<file path="src/rtl/serial_subtractor.sv">
// -----------------------------------------------------------------------------
// serial_subtractor
//
// Purpose:
//   Bit-serial two's-complement subtractor. Computes a - b - borrow_in one bit
//   per clock, LSB first, and presents the result over a valid/ready handshake.
//   Only one operation is in flight at a time. The FSM walks
//   IDLE -> SHIFT (WIDTH cycles) -> DONE -> IDLE.
//
// Parameters:
//   WIDTH       operand/result width in bits, legal range 2..32 (default 4)
//
// Ports:
//   clk         in   1      rising-edge clock
//   rst         in   1      asynchronous, active-high reset
//   in_valid    in   1      a, b, borrow_in are valid
//   in_ready    out  1      block can accept operands (registered)
//   a           in   WIDTH  minuend
//   b           in   WIDTH  subtrahend
//   borrow_in   in   1      initial borrow
//   out_valid   out  1      diff, borrow_out, overflow are valid (registered)
//   out_ready   in   1      consumer accepts the result
//   diff        out  WIDTH  a - b - borrow_in modulo 2^WIDTH (registered)
//   borrow_out  out  1      1 when a < b + borrow_in (unsigned, registered)
//   overflow    out  1      signed overflow flag
//
// Configuration:
//   SERIAL_SUB_OVF_EN  when defined, overflow is computed from the captured
//                      operand MSBs and the result MSB and registered with the
//                      result. When undefined, overflow is tied to 0 and no
//                      MSB capture logic exists.
// -----------------------------------------------------------------------------
module serial_subtractor #(
  parameter int WIDTH = 4
) (
  input  logic             clk,
  input  logic             rst,
  input  logic             in_valid,
  output logic             in_ready,
  input  logic [WIDTH-1:0] a,
  input  logic [WIDTH-1:0] b,
  input  logic             borrow_in,
  output logic             out_valid,
  input  logic             out_ready,
  output logic [WIDTH-1:0] diff,
  output logic             borrow_out,
  output logic             overflow
);

  localparam int CNT_W = $clog2(WIDTH);
  localparam logic [CNT_W-1:0] LAST_BIT = CNT_W'(WIDTH - 1);

  typedef enum logic [1:0] {
    IDLE  = 2'd0,
    SHIFT = 2'd1,
    DONE  = 2'd2
  } state_t;

  state_t             state_q, state_d;
  logic               in_ready_q, in_ready_d;
  logic               out_valid_q, out_valid_d;
  logic [WIDTH-1:0]   a_sr_q, a_sr_d;
  logic [WIDTH-1:0]   b_sr_q, b_sr_d;
  logic               br_q, br_d;
  logic [CNT_W-1:0]   cnt_q, cnt_d;
  logic [WIDTH-1:0]   diff_q, diff_d;
  logic               borrow_out_q, borrow_out_d;

`ifdef SERIAL_SUB_OVF_EN
  logic               a_msb_q, a_msb_d;
  logic               b_msb_q, b_msb_d;
  logic               overflow_q, overflow_d;
`endif

  // One full-subtractor slice operating on the current operand LSBs.
  logic               a0, b0, d_bit, br_next;
  logic [WIDTH-1:0]   a_shifted;

  always_comb begin
    a0      = a_sr_q[0];
    b0      = b_sr_q[0];
    d_bit   = a0 ^ b0 ^ br_q;
    br_next = (~a0 & b0) | (~(a0 ^ b0) & br_q);
    // The minuend register doubles as the result register: each cycle its
    // consumed LSB drops out and the fresh difference bit enters at the MSB,
    // so after WIDTH shifts it holds the complete difference.
    a_shifted = {d_bit, a_sr_q[WIDTH-1:1]};
  end

  always_comb begin
    state_d      = state_q;
    in_ready_d   = in_ready_q;
    out_valid_d  = out_valid_q;
    a_sr_d       = a_sr_q;
    b_sr_d       = b_sr_q;
    br_d         = br_q;
    cnt_d        = cnt_q;
    diff_d       = diff_q;
    borrow_out_d = borrow_out_q;
`ifdef SERIAL_SUB_OVF_EN
    a_msb_d      = a_msb_q;
    b_msb_d      = b_msb_q;
    overflow_d   = overflow_q;
`endif

    case (state_q)
      IDLE: begin
        if (in_valid && in_ready_q) begin
          a_sr_d     = a;
          b_sr_d     = b;
          br_d       = borrow_in;
          cnt_d      = '0;
          in_ready_d = 1'b0;
          state_d    = SHIFT;
`ifdef SERIAL_SUB_OVF_EN
          a_msb_d    = a[WIDTH-1];
          b_msb_d    = b[WIDTH-1];
`endif
        end
      end

      SHIFT: begin
        a_sr_d = a_shifted;
        b_sr_d = b_sr_q >> 1;
        br_d   = br_next;
        cnt_d  = cnt_q + CNT_W'(1);
        if (cnt_q == LAST_BIT) begin
          // Final bit: publish the result directly so out_valid rises on
          // this edge, WIDTH edges after the accepting edge.
          diff_d       = a_shifted;
          borrow_out_d = br_next;
          out_valid_d  = 1'b1;
          state_d      = DONE;
`ifdef SERIAL_SUB_OVF_EN
          overflow_d   = (a_msb_q ^ b_msb_q) & (a_msb_q ^ d_bit);
`endif
        end
      end

      DONE: begin
        // in_ready only returns on the handoff edge, so an accept can never
        // coincide with the result handoff.
        if (out_ready) begin
          out_valid_d = 1'b0;
          in_ready_d  = 1'b1;
          state_d     = IDLE;
        end
      end

      default: begin
        state_d     = IDLE;
        in_ready_d  = 1'b1;
        out_valid_d = 1'b0;
      end
    endcase
  end

  always_ff @(posedge clk or posedge rst) begin
    if (rst) begin
      state_q      <= IDLE;
      in_ready_q   <= 1'b1;
      out_valid_q  <= 1'b0;
      a_sr_q       <= '0;
      b_sr_q       <= '0;
      br_q         <= 1'b0;
      cnt_q        <= '0;
      diff_q       <= '0;
      borrow_out_q <= 1'b0;
`ifdef SERIAL_SUB_OVF_EN
      a_msb_q      <= 1'b0;
      b_msb_q      <= 1'b0;
      overflow_q   <= 1'b0;
`endif
    end else begin
      state_q      <= state_d;
      in_ready_q   <= in_ready_d;
      out_valid_q  <= out_valid_d;
      a_sr_q       <= a_sr_d;
      b_sr_q       <= b_sr_d;
      br_q         <= br_d;
      cnt_q        <= cnt_d;
      diff_q       <= diff_d;
      borrow_out_q <= borrow_out_d;
`ifdef SERIAL_SUB_OVF_EN
      a_msb_q      <= a_msb_d;
      b_msb_q      <= b_msb_d;
      overflow_q   <= overflow_d;
`endif
    end
  end

  assign in_ready   = in_ready_q;
  assign out_valid  = out_valid_q;
  assign diff       = diff_q;
  assign borrow_out = borrow_out_q;

`ifdef SERIAL_SUB_OVF_EN
  assign overflow   = overflow_q;
`else
  assign overflow   = 1'b0;
`endif

endmodule
</file>
<file path="config.mk">
export PLATFORM = sky130hd
export DESIGN_NAME = serial_subtractor
export DESIGN_NICKNAME = d
export VERILOG_FILES = /design/src/rtl/serial_subtractor.sv
export SDC_FILE = /design/constraint.sdc
export NUM_CORES = 1
export LEC_CHECK = 0
export ABC_AREA = 1
export BUFFER_PORTS_ARGS = -buffer_cell sky130_fd_sc_hd__buf_2
export CAP_MARGIN = 20
export CORE_ASPECT_RATIO = 2
export CORE_MARGIN = 2
export CORE_UTILIZATION = 37
export DETAILED_ROUTE_END_ITERATION = 6
export PLACE_DENSITY = 0.58
export SLEW_MARGIN = 30
export SYNTH_ARGS = -nofsm -noshare
export SYNTH_HDL_FRONTEND = slang
export SYNTH_SLANG_ARGS = --single-unit
</file>
<file path="constraint.sdc">
create_clock -name clk -period 3.55 [get_ports clk]
set_input_delay 0.355 -clock clk [delete_from_list [all_inputs] [get_ports clk]]
set_output_delay 0.355 -clock clk [all_outputs]
set_load 0.01 [all_outputs]
</file>
==> flow_summary_export.csv, run 1 <==
group,metric,value,unit
run_status,status,"finished clean",
floorplan,ios,21,
critical_path,crit_required,3.19,ns
critical_path,crit_type,"reg -> out",
cts,cts_hold_buf,0,
timing,rsz0062_at_grt,"no",
final_layout,multi_input_area,420,sq um
synth,synth-seq-area-share,50.3,%
cts,root_buffer,"clkbuf_8",
synth,ys_ff_latch,20,
timing,setup_violations,0,
critical_path,slowest_delay,0.54,ns
detailed_routing,dr.pass1.iters,4,
critical_path,r2r_slack,2.29,ns
power,power_density,758,nW/um^2
floorplan,fp.dieW,40.7,microns
final_layout,finalNetCount,158,
timing,relSlewSlack,47.8,%
final_layout,fillCellCount,285,
timing,slew_violations,0,
placement,dpl-instance-area,1090,sq um
critical_path,start_kind,"flip-flop",
cts,cts_resized,0,
detailed_routing,drt_iter0_markers,14,
synth,syn_avg_cell_area,8.05,sq um
timing,worstMarginPinSlew,0.782,ns
critical_path,cp_max_fo,3,
detailed_routing,wl,1950,microns
placement,hpwl,1460,microns
power,p_leak,0.647,nW
floorplan,die_h,77.5,microns
cts,clock_path_buffers,2,
timing,timing.fmax,0.786,GHz
floorplan,core,2570,sq um
cts,cts_setup_buffers,0,
global_routing,grt_pass1_wl,3290,microns
critical_path,crit_chain,"buf_2",
detailed_routing,via_count,806,
final_layout,regArea,502,sq um
timing,clock_skew,0.00516,ns
timing,hold_viol_final,0,
timing,fin_crit_sh,35.8,%
final_layout,n_antenna_cell,0,
critical_path,end_kind,"primary output",
critical_path,critPathLaunch,"in_ready",
critical_path,cp.buffers_inverters,1,
detailed_routing,avgViaCountPerCell,4.74,
critical_path,path_delay_family,"flip-flops",
cts,clk_latency,0.26,ns
critical_path,cpMaxStageDelayCell,"dfstp_2",
synth,netlist_area,998,sq um
floorplan,die_area,3160,sq um
placement,port_buffers,19,
synth,synth_fp_nets,139,
timing,min_period,1.27,ns
detailed_routing,wl_per_cell,11.5,microns
global_routing,grt_start_max_net_pins,23,
global_routing,antenna_found_initial,0,
cts,clock-sinks,20,
global_routing,grt_use_total,14.7,%
synth,synthCells,124,
detailed_routing,ant_nets,0,
cts,htreeDepth,1,
global_routing,overflow,0,
final_layout,syn_to_final_growth,13.7,%
cts,cts_tree,"yes",
cts,numCtsBuffers,3,
synth,yosysWarnings,0,
job,cap_viol_max_count,0,
synth,ys_types,21,
critical_path,cp.arrival,0.92,ns
critical_path,reg2reg_from,"a_sr_q[0]",
final_layout,final_area,1130,sq um
timing,fin_setup_tns,0,ns
global_routing,grt_pass1_vias,779,
floorplan,fp-row-count,26,
power,max-vdd-ir-drop,229,uV
detailed_routing,drc_errors,0,
cts,clkTransAtPathRegs,0.07,ns
floorplan,start_util,38.9,%
min_path,holdCritPathClass,"in -> async",
placement,place_congestion,0.744,
final_layout,drive_above_1_share,21.8,%
synthesized netlist by cell type:
cell	count	area share, %
nand2_2	3	1.9
a21oi_1	1	0.50
nand2_4	2	2.3
ha_1	1	1.3
clkinv_1	1	0.38
a21boi_1	1	0.75
nand3_1	16	8.0
o21ai_0	1	0.50
nand2_1	56	21
dfstp_2	1	2.6
nor2_1	1	0.38
fa_1	1	2.0
buf_2	1	0.50
buf_6	1	1.1
buf_4	3	2.3
o21ai_1	4	2.0
conb_1	1	0.38
dfrtp_1	19	48
nor2_4	1	1.1
inv_2	2	0.75
inv_1	7	2.6
area by class of cell:
type / count / area share, %
sequential: 20 / 44.2
multi-input combinational: 89 / 37.0
timing repair buffer: 19 / 8.38
clock buffer: 4 / 3.97
inverter: 10 / 3.31
tap: 28 / 3.09
kinds of logic (layout without fill, tap and decap cells):
logic type	count (synthesis)	after routing	share of synthesized area, %
other	1	1	0.376
AOI/OAI and AO/OA	7	7	3.76
and+or+nand+nor	79	79	34.7
adders and majority gates	2	2	3.26
buffers and inverters	15	33	7.64
DFF	20	20	50.3
final timing paths:
kind	to	cells past startpoint
max	in_ready	1
min	diff[3]	2
min reg2reg	in_ready	2
min in group clk	b_sr_q[3]	3
max reg2reg	a_sr_q[3]	5
max in group asynchronous	b_sr_q[3]	2
sequential cells by signal, summed over array words and instances (netlist names):
| name | count |
|---|---|
| cnt_q | 2 |
| br_q | 1 |
| b_sr_q | 4 |
| a_sr_q | 4 |
| diff | 4 |
| borrow_out | 1 |
| out_valid | 1 |
| state_q | 2 |
| in_ready | 1 |
power breakdown:
part           internal [mW]  switching (mW)
Clock                 0.0798          0.0722
Combinational          0.127           0.198
Sequential             0.323          0.0596
Total                  0.530           0.330
per-layer routing:
metal  global-route usage (%)  share of wire [%]  vias to the layer above
met4                     8.00                1.7                        0
met1                     16.9                 42                      368
met2                     24.1                 53                       16
li1                         -                  -                      418
met5                        0                  0                        -
met3                     1.71                3.5                        4
cell usage in the layout (no fill, tap or decap):
cell and n:
nand2_1 56, dfrtp_1 19, buf_2 19, nand3_1 16, inv_1 7, o21ai_1 4, nand2_2 3, clkbuf_8 3
inv_2 2, nand2_4 2, nor2_4 1, nor2_1 1, clkinv_1 1, o21ai_0 1, a21boi_1 1, a21oi_1 1
fa_1 1, ha_1 1, conb_1 1, clkbuf_1 1, dfstp_2 1
per-stage QoR:
step           hold slack, ns  util, %  total power, mW  instances  setup slack (ns)
2_1_floorplan           0.318        -            0.641        124              2.38
3_3_place_gp            0.453     42.4            0.709        166              2.32
5_1_grt                 0.288     44.2            0.941        170              2.22
6_report                0.232     44.2            0.860        170              2.28
4_1_cts                 0.269     44.2            0.874        170              2.26
3_5_place_dp            0.458     42.4            0.719        166              2.30
Power figures use the tool's default switching activity.
==> inputs of run 2 (changes only) <==
- PLACE_DENSITY: 0.58 -> 0.6
- clock period: 3.55 -> 1 ns (I/O delays scaled with it)
==> flow_summary_export.csv, run 2 (synthesized netlist as in run 1, its figures left out) <==
group,metric,value,unit
cts,cts_tree,"yes",
cts,clk_latency,0.25,ns
critical_path,cp.arrival,1.43,ns
global_routing,grt_use_total,18.6,%
global_routing,grt_start_max_net_pins,21,
detailed_routing,dr_wl_met3,57,microns
global_routing,overflow,0,
global_routing,grt_pass1_wl,4080,microns
critical_path,path_delay_family,"adder cells",
detailed_routing,wl_met1,956,microns
power,p_sw_share,39.5,%
detailed_routing,wl_per_cell,13.5,microns
cts,root_buffer,"clkbuf_8",
floorplan,die_h,77.5,microns
power,p_leak,0.789,nW
power,seq_power_share,35.4,%
placement,port_buffers,19,
final_layout,n_antenna_cell,0,
critical_path,start_kind,"flip-flop",
run_status,violations,"setup timing",
timing,rsz0062_at_grt,"yes",
critical_path,crit_chain,"inv_2 > fa_2 > nand2_1 > nand2_1 > nand2_1 > nand2_1",
detailed_routing,ant_nets,0,
run_status,status,"complete, but fails checks",
critical_path,cpMaxStageDelayCell,"fa_2",
floorplan,start_util,38.9,%
power,power,3.95,mW
timing,fin_crit_sh,123,%
floorplan,fp-row-count,26,
final_layout,syn_to_final_growth,53.6,%
detailed_routing,via_count,920,
final_layout,final_common_cell,"nand2_1",
power,combPwrFrac,51.1,%
placement,place_congestion,0.706,
cts,clock_path_buffers,2,
floorplan,die_area,3160,sq um
timing,clock_skew,0.00114,ns
floorplan,fp.dieW,40.7,microns
power,power_density,2580,nW/um^2
global_routing,antenna_found_initial,0,
floorplan,ios,21,
critical_path,crit_type,"reg -> reg",
detailed_routing,drt_iter0_markers,11,
detailed_routing,avgViaCountPerCell,4.79,
cts,clock-sinks,20,
timing,slew_violations,0,
job,cap_viol_max_count,0,
power,clock_power_share,13.6,%
timing,hold_viol_final,0,
min_path,holdCritPathClass,"in -> reg",
placement,place_ws,-0.207,ns
final_layout,drive_above_1_share,48.2,%
timing,fin_ws,-0.233,ns
detailed_routing,wl,2590,microns
cts,clkTransAtPathRegs,0.07,ns
power,net-switching-power,1.56,mW
final_layout,finalNetCount,180,
critical_path,cp.buffers_inverters,1,
detailed_routing,drc_errors,0,
detailed_routing,dr.pass1.iters,4,
final_layout,final_cell_mix,"45 x nand2_1, 18 x buf_2, 17 x dfrtp_1",
cts,htreeDepth,1,
detailed_routing,wl_met2,1550,microns
critical_path,slowest_delay,0.57,ns
timing,min_period,1.23,ns
global_routing,grt_pass1_vias,905,
critical_path,cp_max_fo,2,
timing,setup_violations,20,
cts,numCtsBuffers,3,
critical_path,end_kind,"flip-flop",
detailed_routing,top_layer,"met4",
timing,timing.fmax,0.811,GHz
placement,hpwl,1470,microns
power,max-vdd-ir-drop,1260,uV
critical_path,critPathMostFrequentCell,"nand2_1",
critical_path,crit_required,1.19,ns
floorplan,core,2570,sq um
power,p_int,2.39,mW
[run 2: cell count changes in the layout (fill, tap and decap cells not counted), sizes merged]
cell | before | now
buf | 19 | 37
nand2 | 61 | 64
clkinv | 1 | 2
dlygate4sd3 | 0 | 1
inv | 9 | 8
[run 2: what timing repair did]
action,in CTS,in global routing
resized for setup,27,24
hold buffers,1,0
endpoints found under the setup margin,20,21
setup buffers,8,4
pin swaps,10,11
hold endpoints to repair,19,0
cloned,3,1
[run 2: cell type report]
class / instances / area, sq um
fill: 256 / 1040
multi-input combinational: 92 / 602
sequential: 20 / 504
timing repair buffer: 38 / 300
inverter: 10 / 47.5
clock buffer: 4 / 45.0
tap: 28 / 35.0
[run 2: final timing paths]
check / to / cells after the start / slack (ns) / startpoint
worst min-delay path: b_sr_q[3] / 3 / 0.09 / b[3]
worst min register to register: borrow_out / 2 / 0.48 / borrow_out
max in group asynchronous: in_ready / 4 / 0.32 / rst
min in group asynchronous: borrow_out / 4 / 0.41 / rst
worst max register to register: a_sr_q[3] / 6 / -0.23 / b_sr_q[0]
worst max-delay path: a_sr_q[3] / 6 / -0.23 / b_sr_q[0]
[run 2: worst register-to-register path: cells and delay by family, from the launching register on]
family / cells / cell delay [ns]
fa+ha+maj: 1 / 0.57
buf+inv: 1 / 0.05
flops: 1 / 0.37
simple gates: 4 / 0.19
[run 2: power groups by stage]
stage | sequential [mW] | clock (mW) | combinational [mW]
6_report | 1.40 | 0.536 | 2.02
5_1_grt | 1.44 | 0.587 | 2.23
4_1_cts | 1.38 | 0.550 | 1.86
3_5_place_dp | 1.37 | 0 | 1.37
3_3_place_gp | 1.35 | 0 | 1.33
2_1_floorplan | 1.40 | 0 | 0.902
[run 2: stage by stage]
| step | utilization, % | area [sq um] | TNS [ns] | cells | hold slack, ns |
|---|---|---|---|---|---|
| CTS | 57.1 | 1470 | -1.27 | 190 | 0.0831 |
| global route | 59.7 | 1530 | -2.53 | 192 | 0.0882 |
| floorplan | - | 1020 | -0.925 | 124 | 0.0631 |
| global placement | 46.0 | 1180 | -1.28 | 174 | 0.138 |
| detailed placement | 46.0 | 1180 | -1.55 | 174 | 0.140 |
| finish | 59.7 | 1530 | -1.59 | 192 | 0.0885 |
[run 2: layer usage]
metal  global-route usage (%)  up-vias
met5                        0        -
met4                     6.00        0
met3                     1.71        2
met2                     32.9       12
met1                     21.4      440
li1                         -      466
==> inputs of run 3 (changes only) <==
--- a/config.mk
+++ b/config.mk
@@ -14,4 +14,6 @@
 export DETAILED_ROUTE_END_ITERATION = 6
 export PLACE_DENSITY = 0.6
+export REMOVE_ABC_BUFFERS = 1
+export SKIP_CTS_REPAIR_TIMING = 1
 export SLEW_MARGIN = 30
 export SYNTH_ARGS = -nofsm -noshare
==> constraint.sdc (replaced) <==
create_clock -name clk -period 1 [get_ports clk]
set_input_delay 0.05 -clock clk [delete_from_list [all_inputs] [get_ports clk]]
set_output_delay 0.05 -clock clk [all_outputs]
set_load 0.01 [all_outputs]
==> flow_summary_export.csv, run 3 (synthesized netlist as in run 1, its figures left out) <==
group,metric,value,unit
floorplan,ios,21,
critical_path,end_kind,"flip-flop",
cts,clk_latency,0.26,ns
power,p_leak,0.790,nW
placement,port_buffers,19,
final_layout,final_common_cell,"nand2_1",
final_layout,final_cell_mix,"52 x nand2_1, 18 x buf_2, 17 x dfrtp_1",
min_path,min-delay-start,"out_ready",
critical_path,cp.arrival,1.45,ns
detailed_routing,wl_per_cell,13.3,microns
min_path,hold_path_depth,3,
job,cap_viol_max_count,0,
global_routing,grt_use_total,15.9,%
min_path,whs_endpoint,"in_ready",
timing,fin_ws,-0.247,ns
critical_path,reg2reg_from,"a_sr_q[0]",
cts,cts_tree,"yes",
floorplan,start_util,38.9,%
final_layout,final_area,1480,sq um
run_status,status,"complete, but fails checks",
power,power,3.89,mW
final_layout,n_antenna_cell,0,
power,seq_power_share,35.2,%
critical_path,crit_required,1.20,ns
placement,dpl-instance-area,1170,sq um
detailed_routing,via_count,926,
critical_path,r2r_slack,-0.25,ns
power,max-vdd-ir-drop,1270,uV
timing,clock_skew,0.00576,ns
run_status,violations,"setup timing",
timing,min_period,1.25,ns
critical_path,r2r_cells,5,
cts,root_buffer,"clkbuf_8",
cts,clock_path_buffers,2,
timing,rsz0062_at_grt,"yes",
placement,place_congestion,0.703,
critical_path,cp_max_fo,2,
timing,timing.fmax,0.802,GHz
power,combPwrFrac,50.6,%
timing,fin_crit_sh,125,%
placement,hpwl,1510,microns
cts,htreeDepth,1,
final_layout,syn_to_final_growth,48.5,%
floorplan,fp-row-count,26,
critical_path,cp.buffers_inverters,0,
final_layout,finalNetCount,179,
timing,fin_setup_tns,-1.49,ns
final_layout,drive_above_1_share,41.7,%
min_path,holdCritPathClass,"in -> reg",
power,p_int,2.38,mW
detailed_routing,ant_nets,0,
critical_path,slowest_delay,0.56,ns
critical_path,crit_chain,"fa_1 > nand2_1 > nand2_1 > nand2_1 > nand2_1",
cts,numCtsBuffers,3,
cts,clock-sinks,20,
critical_path,path_delay_family,"adder cells",
detailed_routing,wl,2530,microns
detailed_routing,drc_errors,0,
floorplan,die_h,77.5,microns
global_routing,overflow,0,
critical_path,crit_type,"reg -> reg",
cts,clkTransAtPathRegs,0.08,ns
critical_path,rr_endpoint,"a_sr_q[3]",
floorplan,core,2570,sq um
critical_path,critPathMostFrequentCell,"nand2_1",
detailed_routing,dr.pass1.iters,4,
global_routing,grt_pass1_vias,817,
timing,setup_violations,16,
power,clock_power_share,14.2,%
critical_path,start_kind,"flip-flop",
power,p_sw_share,38.8,%
critical_path,cpMaxStageDelayCell,"fa_1",
timing,slew_violations,0,
global_routing,grt_pass1_wl,3480,microns
power,power_density,2620,nW/um^2
power,net-switching-power,1.51,mW
global_routing,grt_start_max_net_pins,23,
global_routing,antenna_found_initial,0,
timing,hold_viol_final,0,
detailed_routing,drt_iter0_markers,17,
floorplan,die_area,3160,sq um
detailed_routing,avgViaCountPerCell,4.85,
floorplan,fp.dieW,40.7,microns
## run 3: cell types whose count changed in the layout (fill, tap and decap cells not counted), moves of 2 or more
cell / delta
nand3_1: -3
nand3_2: +3
buf_4: +5
inv_1: +2
buf_12: +2
inv_2: -2
nand2_2: -6
nand2_1: +7
buf_6: -7
## run 3: area by class of cell
type | count | area, sq um
Clock buffer | 4 | 45.0
Fill cell | 236 | 1090
Inverter | 10 | 47.5
Multi-Input combinational cell | 92 | 567
Sequential cell | 20 | 504
Tap cell | 28 | 35.0
Timing Repair Buffer | 37 | 284
## run 3: worst max-delay path by stage
stage	startpoint	endpoint	slack [ns]	cells after the start
5_1_grt	a_sr_q[0]	a_sr_q[3]	-0.32	5
3_5_place_dp	a_sr_q[0]	a_sr_q[3]	-0.25	5
2_1_floorplan	a_sr_q[0]	a_sr_q[3]	-0.18	5
4_1_cts	a_sr_q[0]	a_sr_q[3]	-0.26	5
3_3_place_gp	a_sr_q[0]	a_sr_q[3]	-0.19	5
6_report	a_sr_q[0]	a_sr_q[3]	-0.25	5
## run 3: power by group through the flow
| stage | clock network [mW] | registers [mW] | logic, mW |
|---|---|---|---|
| 6_report | 0.553 | 1.37 | 1.97 |
| 3_5_place_dp | 0 | 1.36 | 1.38 |
| 2_1_floorplan | 0 | 1.39 | 0.800 |
| 5_1_grt | 0.616 | 1.41 | 2.17 |
| 3_3_place_gp | 0 | 1.34 | 1.34 |
| 4_1_cts | 0.565 | 1.34 | 1.38 |
## run 3: per-stage QoR
step	util (%)	worst slack [ns]	hold slack, ns	instances
6_report	57.7	-0.247	0.0351	191
5_1_grt	57.7	-0.317	0.0437	191
4_1_cts	47.3	-0.262	-0.191	179
3_5_place_dp	45.5	-0.250	0.0921	175
3_3_place_gp	45.5	-0.189	0.0847	175
2_1_floorplan	-	-0.179	0.0131	119
## run 3: routing by layer
layer	GRT usage [%]	part of all wire (%)
met5	0	0
met2	27.9	60
met4	10.0	2.8
met1	15.7	36
met3	1.71	2.1
## run 3: worst reg2reg max path, cell delays in order, from the launching register on
cell	delay [ns]
dfrtp_1	0.40
fa_1	0.56
nand2_1	0.06
nand2_1	0.05
nand2_1	0.05
nand2_1	0.07
